<file path="config.mk">
export PLATFORM = sky130hd
export DESIGN_NAME = float_to_fixed_iter
export DESIGN_NICKNAME = d
export VERILOG_FILES = /design/src/rtl/float_to_fixed_iter.sv
export SDC_FILE = /design/constraint.sdc
export NUM_CORES = 1
export LEC_CHECK = 0
export BUFFER_PORTS_ARGS = -buffer_cell sky130_fd_sc_hd__buf_2
export CELL_PAD_IN_SITES_DETAIL_PLACEMENT = 1
export CELL_PAD_IN_SITES_GLOBAL_PLACEMENT = 2
export CORE_MARGIN = 3
export CORE_UTILIZATION = 36
export DETAILED_ROUTE_END_ITERATION = 8
export GPL_ROUTABILITY_DRIVEN = 0
export PLACE_DENSITY = 0.95
export SLEW_MARGIN = 20
export SYNTH_ARGS = -nofsm -noshare
export SYNTH_HDL_FRONTEND = slang
export SYNTH_SLANG_ARGS = --single-unit
</file>
<file path="constraint.sdc">
create_clock -name clk -period 7 [get_ports clk]
set_input_delay 0.35 -clock clk [delete_from_list [all_inputs] [get_ports clk]]
set_output_delay 0.35 -clock clk [all_outputs]
set_load 0.1 [all_outputs]
</file>
<file path="src/rtl/float_to_fixed_iter.sv">
// Iterative IEEE-754 single -> signed 32-bit fixed-point converter, one shift per cycle.
// Define FTF_SATURATE_EN to saturate overflow/Inf/NaN results by sign instead of 0x80000000.
module float_to_fixed_iter (
    input  logic        clk,
    input  logic        rst,
    input  logic        in_valid,
    output logic        in_ready,
    input  logic [31:0] float_in,
    input  logic [4:0]  fixpointpos,
    output logic        out_valid,
    input  logic        out_ready,
    output logic [31:0] fixed_out,
    output logic        overflow
);

    typedef enum logic [1:0] {IDLE, SHIFT, NEG, DONE} state_t;

    state_t      state_q, state_d;
    logic        sign_q, sign_d;
    logic        left_q, left_d;
    logic [31:0] mag_q, mag_d;
    logic [4:0]  cnt_q, cnt_d;
    logic [31:0] fixed_q, fixed_d;
    logic        ovf_q, ovf_d;

    logic [7:0]        in_exp;
    logic [22:0]       in_man;
    logic              in_sign;
    logic signed [9:0] s_w;
    logic [4:0]        s_neg;
    logic [4:0]        cnt_calc;
    logic              ovf_calc;
    logic [31:0]       sat_val;

    assign in_sign = float_in[31];
    assign in_exp  = float_in[30:23];
    assign in_man  = float_in[22:0];

    // Left-shift count relative to the integer LSB; range -149..135 for finite inputs.
    assign s_w   = $signed({2'b00, in_exp}) + $signed({5'b00000, fixpointpos}) - 10'sd150;
    // |s| <= 24 whenever it is used, so 5-bit negation is exact.
    assign s_neg = 5'd0 - s_w[4:0];

    always_comb begin
        cnt_calc = s_w[4:0];
        if (s_w < 0)
            cnt_calc = (s_w < -10'sd24) ? 5'd24 : s_neg;
    end

    // s == 8 only fits for exactly -2^31.
    assign ovf_calc = (in_exp == 8'hFF) || (s_w > 10'sd8) ||
                      ((s_w == 10'sd8) && (!in_sign || (in_man != 23'd0)));

`ifdef FTF_SATURATE_EN
    assign sat_val = in_sign ? 32'h8000_0000 : 32'h7FFF_FFFF;
`else
    assign sat_val = 32'h8000_0000;
`endif

    always_comb begin
        state_d = state_q;
        sign_d  = sign_q;
        left_d  = left_q;
        mag_d   = mag_q;
        cnt_d   = cnt_q;
        fixed_d = fixed_q;
        ovf_d   = ovf_q;
        case (state_q)
            IDLE: begin
                if (in_valid) begin
                    sign_d = in_sign;
                    mag_d  = {8'd0, 1'b1, in_man};
                    left_d = !s_w[9];
                    if (in_exp == 8'd0) begin
                        fixed_d = 32'd0;
                        ovf_d   = 1'b0;
                        state_d = DONE;
                    end else if (ovf_calc) begin
                        fixed_d = sat_val;
                        ovf_d   = 1'b1;
                        state_d = DONE;
                    end else begin
                        cnt_d   = cnt_calc;
                        state_d = (cnt_calc != 5'd0) ? SHIFT : NEG;
                    end
                end
            end
            SHIFT: begin
                mag_d = left_q ? (mag_q << 1) : (mag_q >> 1);
                cnt_d = cnt_q - 5'd1;
                if (cnt_q == 5'd1)
                    state_d = NEG;
            end
            NEG: begin
                fixed_d = sign_q ? (32'd0 - mag_q) : mag_q;
                ovf_d   = 1'b0;
                state_d = DONE;
            end
            DONE: begin
                if (out_ready)
                    state_d = IDLE;
            end
            default: state_d = IDLE;
        endcase
    end

    always_ff @(posedge clk) begin
        if (rst) begin
            state_q <= IDLE;
            sign_q  <= 1'b0;
            left_q  <= 1'b0;
            mag_q   <= 32'd0;
            cnt_q   <= 5'd0;
            fixed_q <= 32'd0;
            ovf_q   <= 1'b0;
        end else begin
            state_q <= state_d;
            sign_q  <= sign_d;
            left_q  <= left_d;
            mag_q   <= mag_d;
            cnt_q   <= cnt_d;
            fixed_q <= fixed_d;
            ovf_q   <= ovf_d;
        end
    end

    assign in_ready  = (state_q == IDLE);
    assign out_valid = (state_q == DONE);
    assign fixed_out = fixed_q;
    assign overflow  = ovf_q;

endmodule
</file>
Word level (Yosys, flattened, before mapping):

Index checks and enable logic that the tools add are counted.

* register bits: 74
* bits of input ports: 41
* output and inout bits: 35

* $add $sub $neg: 5
* order comparisons: 3
* multiplexer cells: 25
* equal/unequal tests: 12
* reductions and logical operators: 17

Operator list (number)
* 32-bit two-way mux: 6
* 32-bit one-hot mux with 2 select lines: 2
* 1-bit by 32-bit subtractor with 32-bit output, first input constant: 1
* 5-bit two-way mux: 5
* 23-bit nonzero test: 1
* 2-bit two-way mux: 6
* 10-bit by 5-bit equality test with 1-bit output, second input constant: 1
* 10-bit by 5-bit > comparator with 1-bit output, second input constant: 1
* 10-bit by 1-bit less-than comparator with 1-bit output, second input constant: 1
* 10-bit by 6-bit less-than comparator with 1-bit output, second input constant: 1
* 5-bit one-hot mux with 2 select lines: 1
* 9-bit by 8-bit subtractor with 10-bit output, second input constant: 1
* 8-bit by 5-bit adder with 9-bit output: 1
* 8-bit equality test, second input constant: 1
* 8-bit logical NOT: 1
* 2-bit inequality test, second input constant: 4
* 2-bit one-hot mux with 4 select lines: 1
* 3-bit AND reduction: 2
* 5-bit by 1-bit equality test with 1-bit output, second input constant: 1
* 5-bit nonzero test: 1
* 1-bit by 5-bit subtractor with 5-bit output, first input constant: 1
* 5-bit by 1-bit subtractor with 5-bit output, second input constant: 1
* 2-bit equality test, second input constant: 2
* 2-bit AND reduction: 2
* other kinds (11): 17

Depth between registers and ports, before layout:

Gate-level depths: netlist (run 1).

* word-level depth: 11
* depth in mapped cells: 15
* depth with buffers taken out: 12

Worst setup path after synthesis (run 1):

No wires, ideal clock.

* path type: in2reg
* start: input port float_in[24]
* end: register fixed_q[24], in the netlist fixed_out[24]
* buffers on the path: 2
* stages: 13
* arrival time: 3.210 ns
* path slack: 3.673 ns
* data required time: 6.884 ns
* path through: inv_1 > ha_1 > inv_1 > ha_1 > fa_1 > a211oi_2 > o31ai_1 > o32ai_1 > nor3_1 > a2111o_1 > clkbuf_1 > clkbuf_1 > a41o_1

* word-level cells in the longest chain between the ends: 7
* elaborated cells on any way between the ends: 14
* those cells by class: 2 x add/sub; 1 x order compare; 3 x eq/ne; 3 x mux; 5 x reduce/logical

Ends and longest elaborated chain
* start: declaration: line 8 `input logic [31:0] float_in,`
* 8-bit by 5-bit adder with 9-bit output: line 40 `assign s_w = $signed({2'b00, in_exp}) + $signed({5'b00000, fixpointpos}) - 10'sd150;`
* 9-bit by 8-bit subtractor with 10-bit output: line 40
* 10-bit by 5-bit > comparator with 1-bit output or 10-bit by 5-bit equality test with 1-bit output (tied branches): line 51, 52
* 1-bit logical OR or 1-bit logical AND (tied branches): line 51, 52
* 1-bit logical OR: line 51 `assign ovf_calc = (in_exp == 8'hFF) || (s_w > 10'sd8) ||`
* 3-bit by 1-bit inequality test with 1-bit output (no source line)
* 3-bit AND reduction (no source line)
* end signal: assignment: line 122 `fixed_q <= fixed_d;`
* end: declaration: line 23 `logic [31:0] fixed_q, fixed_d;`

Several ways; a longest one is shown, not always the timed one. The select of a mux whose other input is x is not followed.
A chain may end at the register's enable or synchronous reset.

Final worst setup path (run 1):

* start: input port float_in[24]
* end: register fixed_q[0], in the netlist fixed_out[0]

Same word-level chain as after synthesis.

==> impl_metrics.json, run 1 <==
{
  "status": "finished clean",
  "critical_path_class": "in2reg",
  "finalMaxSlewViolations": 0,
  "slew-limit-headroom_pct": 33.5,
  "synth_nets": 690,
  "synthCells": 627,
  "postCtsSetupBuffers": 0,
  "cts.sink_count": 74,
  "dieArea_um2": 15200,
  "hold_path_depth": 3,
  "htreeDepth": 3,
  "cp-end-kind": "register",
  "dr.pass1.iters": 5,
  "worst_slew_pin_slew_ns": 0.992,
  "drive_gt1_share_pct": 16.7,
  "cts_resized": 0,
  "leakage_nw": 2.25,
  "setup_ws_ns": 3.33,
  "path_clk_slew_ns": 0.06,
  "diodes": 0,
  "cts-hold-fix-buffers": 0,
  "syn2layout_area_growth_pct": 14.4,
  "start_kind": "input port",
  "ir_drop_mv": 0.153,
  "finClkSkew_ns": 0.00718,
  "sequentialPowerShare_pct": 31.0,
  "layout_common_cells": "nor2_1, buf_2, dfxtp_1, a21oi_1, nand2_1",
  "die_h_um": 123,
  "comb_power_share_pct": 46.2,
  "drv_cap": 0,
  "ys_ff_latch": 74,
  "grt_pass1_wl_um": 23000,
  "min-delay-start": "float_in[31]",
  "yosys_warnings": 0,
  "grt_max_degree": 65,
  "ant_nets": 0,
  "detail_route.iter0.violations": 197,
  "num_vias": 4655,
  "final-setup-viol-count": 0,
  "synth_edf_count": 0,
  "fin_area_um2": 5670,
  "grt.total_usage_pct": 18.7,
  "finalHoldViolCount": 0,
  "ys_types": 65,
  "numCtsBuffers": 9,
  "switchingPower_mw": 0.900,
  "vias_per_cell": 5.51,
  "clockBufferDepth": 2,
  "synth_flop_cell": "dfxtp_1",
  "clock-root-buffer": "clkbuf_16",
  "crit_start": "float_in[24]",
  "ys_seq_area_share_pct": 29.9,
  "final_nets": 728,
  "grt_overflow_total": 0,
  "p_per_area_nw_per_um2": 353,
  "core_area_um2": 13300,
  "worstPathRequired_ns": 7.27,
  "grt_pass1_vias": 4607,
  "post-dp-hpwl_um": 10600,
  "syn-cell-area_um2": 4950,
  "min_path_type": "in2reg",
  "clock_latency_ns": 0.33,
  "reg2reg_depth": 9,
  "switching_share_pct": 45.0,
  "wirelength_um": 14100,
  "min_period_over_period_pct": 52.4,
  "async_flop_share_pct": 0,
  "wl_per_cell_um": 16.7,
  "drc": 0,
  "rsz0062_at_grt": "no",
  "internal_power_mw": 1.10,
  "tns_ns": 0,
  "ioPinCount": 76,
  "start_util_pct": 37.1,
  "worst-path-max-fanout": 64,
  "antenna_found_initial": 0,
  "syn_area_per_cell_um2": 7.90,
  "cts_tree": "built",
  "die-width_um": 123,
  "portBuffers": 75,
  "period_needed_ns": 3.67,
  "clock.fmax_mhz": 273,
  "pre_cts_ws_ns": 2.97,
  "reg2reg_from": "mag_q[1]",
  "rows": 42,
  "placed_area_um2": 5380,
  "cp.arrival_ns": 3.94,
  "clkPwrFrac_pct": 22.8
}
final timing paths:
check / slack (ns) / to
min: 0.29 / sign_q
min reg2reg: 0.46 / fixed_out[19]
max: 3.33 / fixed_out[0]
max reg2reg: 4.15 / fixed_out[26]
sequential cells by signal, indices dropped and copies added, names as in the netlist:
register   count
left_q         1
cnt_q          5
fixed_out     32
state_q        2
sign_q         1
mag_q         32
overflow       1
power groups by stage:
| stage | Combinational [mW] | Sequential, mW | Clock [mW] |
|---|---|---|---|
| floorplan | 0.733 | 0.620 | 0 |
| global placement | 0.888 | 0.620 | 0 |
| detailed placement | 0.923 | 0.627 | 0 |
| CTS | 0.929 | 0.618 | 0.460 |
| global route | 1.02 | 0.635 | 0.486 |
| finish | 0.923 | 0.620 | 0.456 |
kinds of logic (layout without fill, tap and decap cells):
family	count (synthesis)	after routing	share of synthesized area (%)
xor gates and xnor gates	40	40	7.07
AOI/OAI and AO/OA	176	176	24.4
buffers and inverters	80	122	6.36
and+or+nand+nor	203	203	20.1
DFF	74	74	29.9
adders and majority gates	23	23	5.91
muxes	31	31	6.26
area by class of cell:
class / count / area [µm²]
Sequential cell: 74 / 1480
Fill cell: 1681 / 7680
Multi-Input combinational cell: 473 / 3160
Timing Repair Buffer: 81 / 420
Tap cell: 176 / 220
Clock buffer: 12 / 246
Clock inverter: 3 / 40.0
Inverter: 26 / 97.6
per-layer routing:
| layer | track usage (%) | share of wire [%] |
|---|---|---|
| met1 | 24.3 | 47 |
| met2 | 32.1 | 49 |
| met3 | 2.93 | 3.0 |
| met4 | 5.47 | 1.6 |
| met5 | 0 | 0 |
critical path, stage by stage:
cell and delay [ns]:
buf_2 0.08, inv_1 0.05, ha_1 0.27, inv_1 0.04, ha_1 0.23, fa_1 0.46
a211oi_2 0.44, o31ai_1 0.14, o32ai_1 0.46, nor3_1 0.09, a2111o_2 0.81, nor3b_1 0.35
a41o_1 0.13
Yosys cell counts (3+ instances only):
cell type	number	area share, %
xor2_1	5	0.88
dfxtp_1	74	30
or4_1	4	0.61
xnor2_1	35	6.2
nand2b_1	4	0.50
o31ai_1	10	1.5
a41o_1	10	2.0
nor4_1	9	1.1
o21ai_0	41	4.1
a211o_1	3	0.53
o21ai_1	3	0.30
buf_1	4	0.30
a21oi_1	42	4.2
a221oi_1	5	0.88
or3_1	5	0.63
a211oi_1	29	4.4
nand3_1	22	2.2
nor2_1	76	5.8
nor4b_1	3	0.53
inv_1	25	1.9
nor3b_1	11	1.7
nand2_1	42	3.2
nor3_1	7	0.71
mux2i_1	31	6.3
nand4_1	4	0.50
clkbuf_1	43	3.3
buf_2	5	0.50
ha_1	21	5.3
o211ai_1	4	0.61
o41ai_1	5	0.88
stage by stage:
| stage | std cells | util [%] | hold WS, ns | power (mW) |
|---|---|---|---|---|
| 2_1_floorplan | 627 | - | 0.457 | 1.35 |
| 3_3_place_gp | 830 | 40.3 | 0.446 | 1.51 |
| 3_5_place_dp | 830 | 40.3 | 0.452 | 1.55 |
| 4_1_cts | 845 | 42.5 | 0.291 | 2.01 |
| 5_1_grt | 845 | 42.5 | 0.316 | 2.15 |
| 6_report | 845 | 42.5 | 0.294 | 2.00 |
Note: power is estimated with default switching activity, not from simulation.
==> inputs of run 2 (changes only) <==
Settings changed: CORE_UTILIZATION 36 to 30, PLACE_DENSITY 0.95 to 0.87.
Clock period 7 ns to 3.3 ns, I/O delays scaled along.
==> impl_metrics.json, run 2 (same netlist as run 1, synthesis figures left out) <==
{
  "pre_cts_ws_ns": -0.0469,
  "period_needed_ns": 3.02,
  "finalMaxSlewViolations": 0,
  "switchingPower_mw": 1.96,
  "worst-path-max-fanout": 64,
  "status": "finished clean",
  "reg2reg_depth": 9,
  "dieArea_um2": 18100,
  "worstReg2RegEnd": "fixed_out[26]",
  "cts.sink_count": 74,
  "postCtsSetupBuffers": 0,
  "detail_route.iter0.violations": 261,
  "post-place-cells": 876,
  "grt_pass1_wl_um": 24800,
  "final_util_pct": 36.3,
  "crit_start": "float_in[24]",
  "rsz0062_at_grt": "no",
  "ioPinCount": 76,
  "min_period_over_period_pct": 91.5,
  "dr.pass1.iters": 4,
  "cp_cell_sequence": "buf_2 > inv_1 > ha_1 > inv_1 > ha_1 > fa_1 > a211oi_2 > o31ai_1 > o32ai_1 > buf_4 > nor3_1 > a2111o_2 > buf_12 > nor3b_1 > a41o_1",
  "cp-end-kind": "register",
  "clock.fmax_mhz": 331,
  "ir_drop_mv": 0.267,
  "die_h_um": 135,
  "num_vias": 4766,
  "clock-root-buffer": "clkbuf_16",
  "sequentialPowerShare_pct": 29.8,
  "rows": 46,
  "cts-hold-fix-buffers": 0,
  "start_util_pct": 31.0,
  "antenna_found_initial": 0,
  "final-setup-viol-count": 0,
  "setup_ws_ns": 0.281,
  "worst_slew_pin_slew_ns": 1.02,
  "leakage_nw": 2.30,
  "worstPathRequired_ns": 3.58,
  "layout_common_cells": "nor2_1, buf_2, dfxtp_1, a21oi_1, nand2_1",
  "reg2reg_from": "mag_q[1]",
  "comb_power_share_pct": 46.1,
  "tns_ns": 0,
  "clockBufferDepth": 2,
  "slowest_stage": "fa_1",
  "switching_share_pct": 44.7,
  "wirelength_um": 14900,
  "crit_family": "compound AO/OA/AOI/OAI gates",
  "grt_max_degree": 65,
  "drive_gt1_share_pct": 17.6,
  "p_per_area_nw_per_um2": 755,
  "wl_per_cell_um": 16.7,
  "slew-limit-headroom_pct": 31.4,
  "grt_overflow_total": 0,
  "cp.arrival_ns": 3.30,
  "min_path_type": "in2reg",
  "numCtsBuffers": 9,
  "min-delay-start": "float_in[31]",
  "grt_pass1_vias": 4928,
  "htreeDepth": 3,
  "internal_power_mw": 2.43,
  "clkPwrFrac_pct": 24.2,
  "fin_cells": 892,
  "drv_cap": 0,
  "cts_resized": 0,
  "min_to": "sign_q",
  "drc": 0,
  "cts_tree": "built",
  "diodes": 0,
  "start_kind": "input port",
  "post-dp-hpwl_um": 11200,
  "fin_hold_ws_ns": 0.104,
  "die-width_um": 135,
  "finClkSkew_ns": 0.00657,
  "vias_per_cell": 5.34,
  "clock_latency_ns": 0.34,
  "hold_path_depth": 3,
  "path_buf_inv": 5,
  "r2r_slack_ns": 0.46,
  "critical_path_class": "in2reg",
  "syn2layout_area_growth_pct": 17.3,
  "ant_nets": 0,
  "grt.total_usage_pct": 16.8,
  "finalHoldViolCount": 0,
  "path_clk_slew_ns": 0.06,
  "cpPeakStageDelay_ns": 0.45,
  "portBuffers": 75,
  "core_area_um2": 16000,
  "final_nets": 734
}
## run 2: how the worst max path moves through the flow
stage | to | slack (ns) | cells past startpoint
2_1_floorplan | fixed_out[24] | 0.16 | 13
3_5_place_dp | fixed_out[15] | -0.05 | 15
4_1_cts | fixed_out[30] | 0.30 | 15
5_1_grt | fixed_out[29] | 0.04 | 14
3_3_place_gp | fixed_out[0] | 0.12 | 14
6_report | fixed_out[30] | 0.28 | 15
## run 2: power by group through the flow
stage | Sequential, mW | Clock, mW | Combinational (mW)
finish | 1.31 | 1.06 | 2.02
global route | 1.34 | 1.13 | 2.25
CTS | 1.30 | 1.09 | 2.03
detailed placement | 1.32 | 0 | 2.02
global placement | 1.31 | 0 | 1.94
floorplan | 1.32 | 0 | 1.56
## run 2: layer usage
metal  up-vias  part of all wire [%]  GRT usage [%]
met5         -                     0              0
met4         0                   2.4           5.77
met3        19                   3.1           3.06
met2        80                    48           29.5
met1      2311                    46           20.8
li1       2356                     -              -
## run 2: area by class of cell
class                      instances  area [µm²]
multi-input combinational        473        3170
sequential                        74        1480
fill                            1963       10200
tap                              216         270
clock inverter                     6        91.3
clock buffer                      10         229
inverter                          26        97.6
timing repair buffer              87         478
## run 2: through the flow
step / area, µm² / total power [mW]
global placement: 5490 / 3.25
detailed placement: 5490 / 3.35
CTS: 5810 / 4.43
global route: 5810 / 4.72
floorplan: 4950 / 2.87
finish: 5810 / 4.39
## run 2: worst register-to-register path, stage by stage, from the launching register on
cell     delay [ns]
dfxtp_1        0.36
inv_1          0.14
ha_1           0.18
or3b_2         0.48
or4_1          0.61
or3_4          0.46
o31ai_4        0.19
xnor2_1        0.19
nand3_2        0.10
o21ai_2        0.06
==> inputs of run 3 (changes only) <==
--- a/config.mk
+++ b/config.mk
@@ -14,3 +14,4 @@
 export GPL_ROUTABILITY_DRIVEN = 0
-export PLACE_DENSITY = 0.87
+export PLACE_DENSITY_LB_ADDON = 0.1
+export SETUP_SLACK_MARGIN = 0.02
 export SLEW_MARGIN = 20
==> constraint.sdc (replaced) <==
create_clock -name clk -period 3.3 [get_ports clk]
set_input_delay 0.495 -clock clk [delete_from_list [all_inputs] [get_ports clk]]
set_output_delay 0.495 -clock clk [all_outputs]
set_load 0.1 [all_outputs]
==> impl_metrics.json, run 3 (same netlist as run 1, synthesis figures left out) <==
{
  "min_path_type": "in2reg",
  "clockBufferDepth": 2,
  "clock.fmax_mhz": 320,
  "cts-hold-fix-buffers": 0,
  "finalHoldViolCount": 0,
  "leakage_nw": 2.39,
  "finClkSkew_ns": 0.00963,
  "min-delay-start": "float_in[31]",
  "worstReg2RegEnd": "fixed_out[26]",
  "post-dp-hpwl_um": 11600,
  "p_per_area_nw_per_um2": 721,
  "reg2reg_depth": 9,
  "final-setup-viol-count": 0,
  "ioPinCount": 76,
  "grt_overflow_total": 0,
  "diodes": 0,
  "core_area_um2": 16000,
  "wl_per_cell_um": 17.0,
  "ant_nets": 0,
  "rows": 46,
  "dr.pass1.iters": 6,
  "dieArea_um2": 18100,
  "finalMaxSlewViolations": 0,
  "portBuffers": 75,
  "detail_route.iter0.violations": 144,
  "cts.sink_count": 74,
  "start_kind": "input port",
  "pre_cts_ws_ns": -0.208,
  "fin_area_um2": 6010,
  "cp-end-kind": "register",
  "placed_area_um2": 5670,
  "post-place-cells": 894,
  "grt_pass1_wl_um": 25600,
  "start_util_pct": 31.0,
  "num_vias": 4690,
  "wirelength_um": 15400,
  "grt_max_degree": 65,
  "slowest_stage": "a2111o_2",
  "min_period_over_period_pct": 94.6,
  "grt.total_usage_pct": 17.5,
  "slew-limit-headroom_pct": 30.5,
  "r2r_slack_ns": 0.52,
  "clock_latency_ns": 0.34,
  "hold_path_depth": 3,
  "drc": 0,
  "cp.arrival_ns": 3.40,
  "clock-root-buffer": "clkbuf_16",
  "postCtsSetupBuffers": 0,
  "htreeDepth": 3,
  "syn2layout_area_growth_pct": 21.2,
  "drive_gt1_share_pct": 22.1,
  "drv_cap": 0,
  "final_nets": 752,
  "reg2reg_from": "mag_q[1]",
  "path_buf_inv": 4,
  "cts_tree": "built",
  "path_clk_slew_ns": 0.06,
  "fin_cells": 908,
  "die-width_um": 135,
  "cpPeakStageDelay_ns": 0.52,
  "worstPathRequired_ns": 3.58,
  "grt_pass1_vias": 4824,
  "layout_common_cells": "nor2_1, buf_2, dfxtp_1, a21oi_1, nand2_1",
  "critical_path_class": "in2reg",
  "numCtsBuffers": 9,
  "rsz0062_at_grt": "yes",
  "setup_ws_ns": 0.179,
  "status": "finished clean",
  "antenna_found_initial": 0,
  "min_to": "sign_q",
  "worst_slew_pin_slew_ns": 1.04,
  "vias_per_cell": 5.17,
  "cp_cell_sequence": "buf_2 > inv_1 > ha_1 > inv_2 > ha_4 > fa_2 > a211oi_4 > or3_1 > a211o_1 > o2111ai_1 > a2111o_2 > buf_12 > nor3b_1 > a41o_1",
  "period_needed_ns": 3.12,
  "worst-path-max-fanout": 64,
  "die_h_um": 135,
  "ir_drop_mv": 0.265,
  "crit_family": "compound AO/OA/AOI/OAI gates"
}
run 3: cell count changes in the layout (fill, tap and decap cells not counted), moves of 2 or more:
cell | before | now
buf_4 | 11 | 29
nor3b_1 | 11 | 2
nor3b_2 | 0 | 9
clkinv_4 | 3 | 0
clkinv_2 | 1 | 3
ha_1 | 21 | 19
nor3_1 | 7 | 5
run 3: per-layer routing:
layer | GRT usage (%) | vias to the layer above | part of all wire, %
li1 | - | 2389 | -
met1 | 23.5 | 2228 | 48
met2 | 29.2 | 58 | 48
met3 | 2.72 | 15 | 2.9
met4 | 5.09 | 0 | 1.4
met5 | 0 | - | 0
run 3: where the power goes:
| part | total, mW | internal, mW | switching, mW | leakage [nW] |
|---|---|---|---|---|
| Clock | 0.945 | 0.573 | 0.373 | 0.138 |
| Sequential | 1.31 | 1.05 | 0.263 | 0.602 |
| Combinational | 2.07 | 0.755 | 1.32 | 1.65 |
run 3: metrics by stage:
stage	setup TNS (ns)	hold WS, ns	power, mW	utilization, %
finish	0	0.421	4.33	37.5
global route	0	0.455	4.69	37.5
CTS	0	0.404	4.38	37.2
detailed placement	-5.84	0.449	3.40	35.5
global placement	-2.11	0.443	3.36	35.5
floorplan	0	0.457	2.92	-
run 3: worst reg2reg max path, delay by kind of cell, from the launching register on:
kind	cells	cell delay (ns)
simple gates	4	1.68
flops	1	0.35
compound gates	2	0.25
fa+ha+maj	1	0.17
xor+xnor	1	0.15
buf+inv	1	0.12
run 3: what timing repair did:
item	4_1_cts	5_1_grt
resized for setup	0	12
hold endpoints to repair	0	0
setup endpoints to repair	0	14
run 3: cell type report:
type / instances / area, µm²
flip-flops and latches: 74 / 1480
multi-input cells: 473 / 3270
fillers: 1975 / 9990
clock buffers: 10 / 229
repair buffers: 105 / 613
clock inverters: 4 / 45.0
inverters: 26 / 97.6
well taps: 216 / 270
run 3: worst max path at each step:
stage,cells past startpoint,from,endpoint,slack [ns]
final,14,float_in[24],fixed_out[20],0.18
after global routing,14,float_in[24],fixed_out[24],0.02
after CTS,14,float_in[24],fixed_out[0],0.11
after detailed placement,14,float_in[24],fixed_out[24],-0.21
after global placement,13,float_in[24],fixed_out[0],-0.11
after floorplan,14,float_in[24],fixed_out[24],0.04
